===== src/rtl/retire_scheduler.sv =====
// retire_scheduler: in-order commit queue between COMPLETE and arch state.
// Drains retired rows to two RF write ports; sequences stores RF read -> mem write.
// Ports: i_retire_* two lanes (lane 0 older), o_retire_ready, o_w_reg_* RF writes,
//   o_r_reg_addr/i_r_reg_data store-source read, o_w_mem_* memory write,
//   o_count occupancy, o_store_busy store sequencer active.
// Option: RETIRE_BYPASS_EN sends non-store rows straight to the write ports
//   when the queue is empty and no store is in flight.
module retire_scheduler #(
  parameter int DEPTH  = 8,
  parameter int DATA_W = 32,
  parameter int PREG_W = 6
) (
  input  logic                   i_clk,
  input  logic                   i_rst_n,
  input  logic                   i_retire_valid    [0:1],
  input  logic                   i_retire_regwrite [0:1],
  input  logic                   i_retire_memwrite [0:1],
  input  logic [PREG_W-1:0]      i_retire_dst      [0:1],
  input  logic [DATA_W-1:0]      i_retire_data     [0:1],
  output logic                   o_retire_ready,
  output logic                   o_w_reg_en        [0:1],
  output logic [PREG_W-1:0]      o_w_reg_addr      [0:1],
  output logic [DATA_W-1:0]      o_w_reg_data      [0:1],
  output logic [PREG_W-1:0]      o_r_reg_addr,
  input  logic [DATA_W-1:0]      i_r_reg_data,
  output logic                   o_w_mem_en,
  output logic [DATA_W-1:0]      o_w_mem_addr,
  output logic [DATA_W-1:0]      o_w_mem_data,
  output logic [$clog2(DEPTH):0] o_count,
  output logic                   o_store_busy
);

  localparam int AW = $clog2(DEPTH);
  localparam int CW = AW + 1;

  typedef struct packed {
    logic              rw;
    logic              mw;
    logic [PREG_W-1:0] dst;
    logic [DATA_W-1:0] data;
  } row_t;

  typedef enum logic [1:0] {
    S_IDLE,
    S_ADDR,
    S_DATA
  } st_e;

  row_t              ring_q [DEPTH];
  logic [AW-1:0]     head_q, head_d;
  logic [AW-1:0]     tail_q, tail_d;
  logic [CW-1:0]     count_q, count_d;
  st_e               st_q, st_d;

  logic              wen_q   [0:1];
  logic              wen_d   [0:1];
  logic [PREG_W-1:0] waddr_q [0:1];
  logic [PREG_W-1:0] waddr_d [0:1];
  logic [DATA_W-1:0] wdata_q [0:1];
  logic [DATA_W-1:0] wdata_d [0:1];
  logic [PREG_W-1:0] raddr_q, raddr_d;
  logic              men_q, men_d;
  logic [DATA_W-1:0] maddr_q, maddr_d;
  logic [DATA_W-1:0] mdata_q, mdata_d;

  row_t              in_row [0:1];
  row_t              h0, h1;
  logic [AW-1:0]     head1, tail1;
  logic              has0, has1;
  logic              ready;
  logic              byp_ok;
  logic              byp [0:1];
  logic              enq [0:1];
  logic [1:0]        enq_n, deq_n;

  assign in_row[0] = {i_retire_regwrite[0], i_retire_memwrite[0],
                      i_retire_dst[0], i_retire_data[0]};
  assign in_row[1] = {i_retire_regwrite[1], i_retire_memwrite[1],
                      i_retire_dst[1], i_retire_data[1]};

  assign head1 = head_q + 1'b1;
  assign h0    = ring_q[head_q];
  assign h1    = ring_q[head1];
  assign has0  = count_q != '0;
  assign has1  = count_q > CW'(1);
  assign ready = count_q <= CW'(DEPTH - 2);

`ifdef RETIRE_BYPASS_EN
  assign byp_ok = (st_q == S_IDLE) && (count_q == '0);
`else
  assign byp_ok = 1'b0;
`endif

  // A lane-0 store must stay ahead of lane 1, so it blocks lane-1 bypass.
  always_comb begin
    byp[0] = byp_ok && i_retire_valid[0] && !i_retire_memwrite[0];
    byp[1] = byp_ok && i_retire_valid[1] && !i_retire_memwrite[1]
             && !(i_retire_valid[0] && i_retire_memwrite[0]);
    enq[0] = ready && i_retire_valid[0] && !byp[0];
    enq[1] = ready && i_retire_valid[1] && !byp[1];
    enq_n  = {1'b0, enq[0]} + {1'b0, enq[1]};
    tail1  = enq[0] ? tail_q + 1'b1 : tail_q;
  end

  always_comb begin
    st_d    = st_q;
    deq_n   = 2'd0;
    raddr_d = raddr_q;
    men_d   = 1'b0;
    maddr_d = maddr_q;
    mdata_d = mdata_q;
    for (int i = 0; i < 2; i++) begin
      wen_d[i]   = 1'b0;
      waddr_d[i] = waddr_q[i];
      wdata_d[i] = wdata_q[i];
    end

    unique case (st_q)
      S_IDLE: begin
        if (has0) begin
          if (h0.mw) begin
            st_d    = S_ADDR;
            raddr_d = h0.dst;
          end else begin
            deq_n      = 2'd1;
            wen_d[0]   = h0.rw;
            waddr_d[0] = h0.dst;
            wdata_d[0] = h0.data;
            if (has1 && !h1.mw) begin
              deq_n      = 2'd2;
              wen_d[1]   = h1.rw;
              waddr_d[1] = h1.dst;
              wdata_d[1] = h1.data;
            end
          end
        end
      end
      S_ADDR: st_d = S_DATA;
      S_DATA: begin
        men_d   = 1'b1;
        maddr_d = h0.data;
        mdata_d = i_r_reg_data;
        deq_n   = 2'd1;
        if (has1 && h1.mw) begin
          st_d    = S_ADDR;
          raddr_d = h1.dst;
        end else begin
          st_d = S_IDLE;
        end
      end
      default: st_d = S_IDLE;
    endcase

    for (int i = 0; i < 2; i++) begin
      if (byp[i]) begin
        wen_d[i]   = i_retire_regwrite[i];
        waddr_d[i] = i_retire_dst[i];
        wdata_d[i] = i_retire_data[i];
      end
    end

    head_d  = head_q + AW'(deq_n);
    tail_d  = tail_q + AW'(enq_n);
    count_d = count_q + CW'(enq_n) - CW'(deq_n);
  end

  always_ff @(posedge i_clk) begin
    if (enq[0]) ring_q[tail_q] <= in_row[0];
    if (enq[1]) ring_q[tail1]  <= in_row[1];
  end

  always_ff @(posedge i_clk or negedge i_rst_n) begin
    if (!i_rst_n) begin
      head_q  <= '0;
      tail_q  <= '0;
      count_q <= '0;
      st_q    <= S_IDLE;
      raddr_q <= '0;
      men_q   <= 1'b0;
      maddr_q <= '0;
      mdata_q <= '0;
      for (int i = 0; i < 2; i++) begin
        wen_q[i]   <= 1'b0;
        waddr_q[i] <= '0;
        wdata_q[i] <= '0;
      end
    end else begin
      head_q  <= head_d;
      tail_q  <= tail_d;
      count_q <= count_d;
      st_q    <= st_d;
      raddr_q <= raddr_d;
      men_q   <= men_d;
      maddr_q <= maddr_d;
      mdata_q <= mdata_d;
      for (int i = 0; i < 2; i++) begin
        wen_q[i]   <= wen_d[i];
        waddr_q[i] <= waddr_d[i];
        wdata_q[i] <= wdata_d[i];
      end
    end
  end

  assign o_retire_ready = ready;
  assign o_w_reg_en     = wen_q;
  assign o_w_reg_addr   = waddr_q;
  assign o_w_reg_data   = wdata_q;
  assign o_r_reg_addr   = raddr_q;
  assign o_w_mem_en     = men_q;
  assign o_w_mem_addr   = maddr_q;
  assign o_w_mem_data   = mdata_q;
  assign o_count        = count_q;
  assign o_store_busy   = st_q != S_IDLE;

endmodule


===== config.mk =====
export PLATFORM = sky130hd
export DESIGN_NAME = retire_scheduler
export DESIGN_NICKNAME = d
export VERILOG_FILES = /design/src/rtl/retire_scheduler.sv
export SDC_FILE = /design/constraint.sdc
export NUM_CORES = 1
export LEC_CHECK = 0
export BUFFER_PORTS_ARGS = -buffer_cell sky130_fd_sc_hd__buf_2
export CAP_MARGIN = 20
export CORE_UTILIZATION = 45
export DETAILED_ROUTE_END_ITERATION = 10
export GPL_ROUTABILITY_DRIVEN = 0
export PLACE_DENSITY = 0.68
export REMOVE_ABC_BUFFERS = 1
export SLEW_MARGIN = 20
export SYNTH_ARGS = -nofsm -noshare
export SYNTH_HDL_FRONTEND = slang
export SYNTH_SLANG_ARGS = --single-unit

===== constraint.sdc =====
create_clock -name i_clk -period 7.9 [get_ports i_clk]
set_input_delay 0.79 -clock i_clk [delete_from_list [all_inputs] [get_ports i_clk]]
set_output_delay 0.79 -clock i_clk [all_outputs]
set_load 0.05 [all_outputs]

# Word level (Yosys, flattened, before mapping)
# Memories as Yosys holds them, arrays and structs flattened.
# Index checks and enable logic that the tools add are counted.
[op_classes] n_reduce_logical=13 addsub=7 magnitude_cmp=2 eq_ne=5 muxes=22 n_bitwise=1
[ops] op="two-way mux 6 bit" count=3
[ops] op="two-way mux 2 bit" count=8
[ops] op="one-hot mux 6 bit (2 select lines)" count=1
[ops] op="AND reduction 4 bit" count=2
[ops] op="two-way mux 1 bit" count=7
[ops] op="adder 3 x 1 -> 3 bit, second input constant" count=2
[ops] op="adder 3 x 2 -> 3 bit" count=2
[ops] op="!= test 2 bit, second input constant" count=3
[ops] op="one-hot mux 2 bit (3 select lines)" count=1
[ops] op="adder 4 x 2 -> 4 bit" count=1
[ops] op="> comparator 4 x 1 -> 1 bit, second input constant" count=1
[ops] op="<= comparator 4 x 3 -> 1 bit, second input constant" count=1
[ops] op="logical AND 1 bit" count=4
[ops] op="one-hot mux 2 bit (2 select lines)" count=1
[ops] op="nonzero test 2 bit" count=2
[ops] op="nonzero test 4 bit" count=1
[ops] op="subtractor 4 x 2 -> 4 bit" count=1
[ops] op="two-way mux 3 bit" count=1
[ops] op="AND reduction 3 bit" count=1
[ops] op="adder 1 x 1 -> 2 bit" count=1
[ops] op="equality test 2 x 1 -> 1 bit, second input constant" count=1
[ops] op="equality test 2 bit, second input constant" count=1
[ops] op="logical NOT 2 bit" count=1
[ops] op="AND reduction 2 bit" count=1
[ops] op="2 further kinds" count=2
[word_totals] output_inout_bits=155 input_bits=116 regBits=161 word_cells=65 mem_count=1 ramBits=320
[memory_table] name="ring_q" words=8 width=40 rd=2 rd_ports_with_merged_regs=0 write_ports=2 line="49" rtl="row_t ring_q [DEPTH];"

# Logic depth before layout (Yosys ltp)
# An unclocked memory read counts as a cell.
[depth] word_depth=9 mapped_depth=15 ltp_nobuf=13

# Worst setup path before layout
# Ideal clock, no wire load.
[synth_path] path_kind="register -> register" from="reg count_q[3], in the netlist o_count[3]" to="mem ring_q[0][0] (netlist name), enable pin" n_path_buf=0 required_time_ns=7.407 setup_ns=0.493 t_arrival_ns=4.326 setup_slack_ns=3.081 path_stages_with_launch=8 synth_period_minus_slack_ns=4.819 path_cell_list="dfrtp_1 inv_1 ha_1 nand3_2 nand3_4 nor2_1 nand2_1 o21ai_0"
[synth_lines] item="start: declaration" line="52" rtl="logic [CW-1:0] count_q, count_d;"
[synth_lines] item="start signal: assignment" line="190" rtl="count_q <= count_d;"
[synth_lines] item="end: declaration" line="49"

# Worst setup path after layout
[layout_path] from="reg head_q[0]" to="reg count_q[2], in the netlist o_count[2]"
[layout_via] elab_chain_len=9
[layout_rtl] item="start: declaration" line="50" rtl="logic [AW-1:0] head_q, head_d;"
[layout_rtl] item="start signal: assignment" line="174" rtl="head_q <= '0;"
[layout_rtl] item="start signal: assignment" line="188" rtl="head_q <= head_d;"
[layout_rtl] item="adder 3 x 1 -> 3 bit" line="81" rtl="assign head1 = head_q + 1'b1;"
[layout_rtl] item="memory read (8 x 40 bit) *"
[layout_rtl] item="logical NOT 1 bit" line="129" rtl="if (has1 && !h1.mw) begin"
[layout_rtl] item="logical AND 1 bit" line="129"
[layout_rtl] item="two-way mux 2 bit" line="129"
[layout_rtl] item="two-way mux 2 bit *" line="121" rtl="if (h0.mw) begin"
[layout_rtl] item="two-way mux 2 bit *" line="120" rtl="if (has0) begin"
[layout_rtl] item="one-hot mux 2 bit (2 select lines) *" line="118" rtl="unique case (st_q)"
[layout_rtl] item="subtractor 4 x 2 -> 4 bit *" line="164" rtl="count_d = count_q + CW'(enq_n) - CW'(deq_n);"
[layout_rtl] item="via count_d[2]" line="52"
# Mark *: on every way through the listed nets, which the timed path passes. The rest lies on a longest branch.
# A chain may end at the register's enable or synchronous reset.

==> summary.md <==
The simple-gate share of the synthesized area is 3.805%, and the vertical die dimension is 237.5 um. STA classifies the critical path endpoint as a flip-flop. The detail-routed via count per cell was 5.808; the total count of max-transition violations in the final report was 0.

The run gives 0 as the setup violation total in the final timing report. For this configuration, the core starts out at a cell density of 45.92%. The run finished with clean final reports.

TritonCTS built the clock tree. The combinational fraction of design power is 49.6%, and the die outline area is 56400 um2. For the number of distinct library cells after synthesis, the log shows 52. Number of sinks handled by clock tree synthesis: 481. The multiplexer fraction of the synthesized cell area came out at 35.11%. After the first detailed-routing iteration, the DRC count stood at 1025.

The portion of the clock cycle consumed by the worst path in the final layout was 54.88%; the sequential cell area fraction in the yosys report was 54.65%. Capture point of the worst path: o_count[2]. Static timing analysis puts the maximum clock frequency at 230.7 MHz. The tree is rooted in a clkbuf_16.

The logs give 65.57 mm for the post-detailed-routing wire length and 0 for the number of warnings reported in the yosys synthesis log. After synthesis the cells add up to 24960 um2. Launch point of the worst path: head_q[0]. Width of the chip: 237.5 um. For this run, the leading register cell type out of synthesis is edfxtp_1. The slowest stage of the critical path is the dfrtp_4 cell. The run gives 0 as the number of design rule violations left after detail routing.

Of the cells placed in the final design, the portion with a size suffix greater than 1 is 49.23%. The logs give 7.573 mW for the internal power component and 54350 um2 for the area of the core. Yosys mapped a number of flops with a built-in enable equal to 320.

For the routed via count, the log shows 14920. The signal on the critical path passes through buf_4 -> nand3b_1 -> a41o_4 -> nand2b_1 -> a21oi_1 -> ha_1 -> inv_1 -> ha_1 -> fa_1 -> xor2_1. The clock network is responsible for 18.1% of the overall power. Dividing the detail-routed wire length by the instance count gives 25.53 um. At the pin with the least slew margin, the transition time is 1.130 ns. The number of global-route vias before repair was 15420; the adder and majority cell fraction of the synthesized area was 0.8724%.

The share of the synthesized area in compound gates (AO/OA/AOI/OAI) was 2.186%; the total global routing track utilization was 23.36%. Ranked by total cell area, the synthesized netlist is headed by edfxtp_1, mux2_2, dfrtp_1. In this run the biggest area consumer among cell types represents 38.50% of the synthesized area. The largest stage delay on the critical path was 0.82 ns; the worst-case vdd ir drop was 0.0003330 V. 271 I/O pins were placed.

Largest family of logic cells by synthesized area: multiplexers. The global routing stage identified its most utilized layer as met2. Summed over all instances, the cell type with the most area after synthesis is edfxtp_1. In this run the worst hold path is classified as in -> async.

The clock reaches the later pin of the worst-skew pair after 0.60 ns. The number of hold-repair buffers added at the cts stage is 0, and the buffer levels on the longest clock path is 3. The length of the first detailed-routing pass in iterations is 5. Global routing used 30.94% of the available met1 tracks.

The CTS H-tree depth was 2; the met2 track demand over resource in global routing was 38.83%. Final worst-path setup slack: 3.565 ns. Registers are responsible for 32.3% of the overall power. The number of buffers inserted by post-CTS setup repair came out at 0. In this run the remaining antenna-violating nets after routing total 0. Headroom to the max-slew limit came out at 24.65%. For the cell count after synthesis, the log shows 1555. The setup skew after layout was 0.02453 ns; the async set-or-reset flop fraction in the synthesized netlist was 33.47%.

Critical path class: reg -> reg. Summing internal, switching and leakage power gives 13.19 mW. The launching element type of the critical path was a flip-flop. The required time reported for the critical path endpoint came out at 8.37 ns.

For the max-capacitance violation count, the log shows 0. The maximum number of pins on one net before global-route repair is 109. Data arrives at the worst endpoint at 4.80 ns. The worst flop-to-flop path endpoint was o_count[2]. Relative to the synthesized area, the layout overhead comes to 14.23%.

The run gives 0 as the final count of hold timing violations. Site row count: 85. For this run, global-route usage on met3 was measured as 4.831%. The HPWL reported at the end of detailed placement was 37.47 mm; the worst-case setup slack after placement was 3.532 ns. Setup repair after global routing left no endpoint under its margin. The first global-routing pass estimated 98.24 mm of wire.

The number of cells on the worst reg-to-reg path is 10. After clock tree synthesis, the repair step resized 0 gates. Along the worst path, the maximum fanout reaches 80. Counting flops and latches in the post-synthesis netlist gives 481. Dividing total power by cell area gives a power density of 462.8 nW/um2. The worst path in the final design needs a cycle of 4.335 ns, including I/O delays and setup.

After clock tree synthesis, the clock-pin slew on the worst setup and hold paths is 0.06 ns. Fill cells in the final layout number 4433. Of the total power, the share spent switching nets is 42.60%.

The tools report the total congestion overflow as 0. The initial antenna violation count was 13; the number of buffers added on ports was 270. Beginning of the worst register-to-register path: head_q[0]. For this design the static power due to leakage is 11.00 nW.

In this run the register-to-register setup slack is 3.56 ns. Of the total synthesized cell area, the portion taken by XOR and XNOR cells is 0.2757%. The most frequent cell on the critical path was ha_1. The number of clock buffers added by TritonCTS is 52. The average instance area after synthesis is 16.05 um2. The logs give 1917 for the total number of nets in the final design and 5.621 mW for the net switching power of the design.
synth_stat cells (4+ instances only):
master and number:
mux2_2 380, buf_4 4, o21ai_0 73, ha_1 11, nand2_1 179, dfrtp_1 161
buf_6 16, mux2i_1 45, inv_1 17, fa_1 4, mux2_4 14, clkbuf_1 27
xor2_1 4, mux4_1 43, edfxtp_1 320, mux4_2 115, a21oi_1 9, buf_2 52
nor2_1 16, mux2_1 8, nand3_1 6, clkbuf_8 5
per-layer routing:
| layer | vias up | wire length (um) | share of wire [%] |
|---|---|---|---|
| met3 | 116 | 4308 | 6.6 |
| met5 | - | 145 | 0.22 |
| li1 | 6542 | - | - |
| met1 | 7742 | 27830 | 42 |
| met2 | 492 | 31720 | 48 |
| met4 | 24 | 1558 | 2.4 |
cell type report:
class	instances	area, um2	area share [%]
timing repair buffer	285	1476	5.179
inverter	19	73.82	0.2589
clock inverter	18	155.1	0.5442
clock buffer	78	1490	5.227
multi-input combinational	947	10740	37.66
antenna	1	2.502	0.008778
sequential	481	13650	47.88
tap	739	924.6	3.243
registers in the layout (all words and copies together), names as in the netlist:
register / count
ring_q: 320
o_w_reg_data: 64
o_w_mem_addr: 32
o_w_mem_data: 32
o_w_reg_addr: 12
o_r_reg_addr: 6
o_count: 4
head_q: 3
tail_q: 3
o_w_reg_en: 2
st_q: 2
o_w_mem_en: 1
critical path, delay by kind of cell, from the launching register on:
family	cells	cell delay, ns
flip-flops	1	0.82
AO/OA/AOI/OAI	2	0.91
adder cells (fa/ha/maj)	3	0.92
buffers and inverters	2	0.85
AND/OR/NAND/NOR	2	0.45
XOR/XNOR	1	0.17
power groups by stage:
stage	Sequential, mW	Clock (mW)	Combinational [mW]
6_report	4.26	2.39	6.54
4_1_cts	4.27	2.43	6.62
3_5_place_dp	4.32	0	6.60
2_1_floorplan	5.58	0	3.62
5_1_grt	4.36	2.52	6.97
3_3_place_gp	4.28	0	6.49
logic make-up after synthesis:
logic type | after synthesis
AND/OR/NAND/NOR | 224
AO/OA/AOI/OAI | 95
XOR/XNOR | 7
buffers and inverters | 127
multiplexers | 606
adder cells (fa/ha/maj) | 15
flip-flops | 481
through the flow:
stage	hold slack (ns)	instances	setup TNS (ns)	instance area, um2	utilization [%]
after detailed placement	0.4572	2471	0	26860	49.42
after global routing	0.2303	2568	0	28510	52.46
final	0.2014	2568	0	28510	52.46
after CTS	0.1953	2567	0	28500	52.45
after floorplan	0.4469	1447	-15.31	24260	-
after global placement	0.4511	2471	0	26860	49.42
worst min path at each step:
stage                                start          endpoint  slack [ns]  depth (start not counted)
final                              i_rst_n        o_count[0]        0.20                          1
after global placement    o_w_mem_data[29]  o_w_mem_data[29]        0.45                          2
after CTS                          i_rst_n     o_w_reg_en[1]        0.20                          1
after global routing               i_rst_n   o_w_mem_data[7]        0.23                          1
after floorplan                    st_q[1]           st_q[1]        0.45                          1
after detailed placement   o_w_mem_data[1]   o_w_mem_data[1]        0.46                          2
layout by cell type (no fill, tap or decap), drive strengths merged, types with 11 or more instances in the layout:
| cell | instances |
|---|---|
| mux2 | 402 |
| mux4 | 158 |
| clkinv | 16 |
| nor2 | 17 |
| mux2i | 46 |
| inv | 19 |
| nand2 | 179 |
| clkbuf | 79 |
| ha | 11 |
| dfrtp | 161 |
| buf | 284 |
| edfxtp | 320 |
| o21ai | 73 |
(Power assumes the default switching activity.)
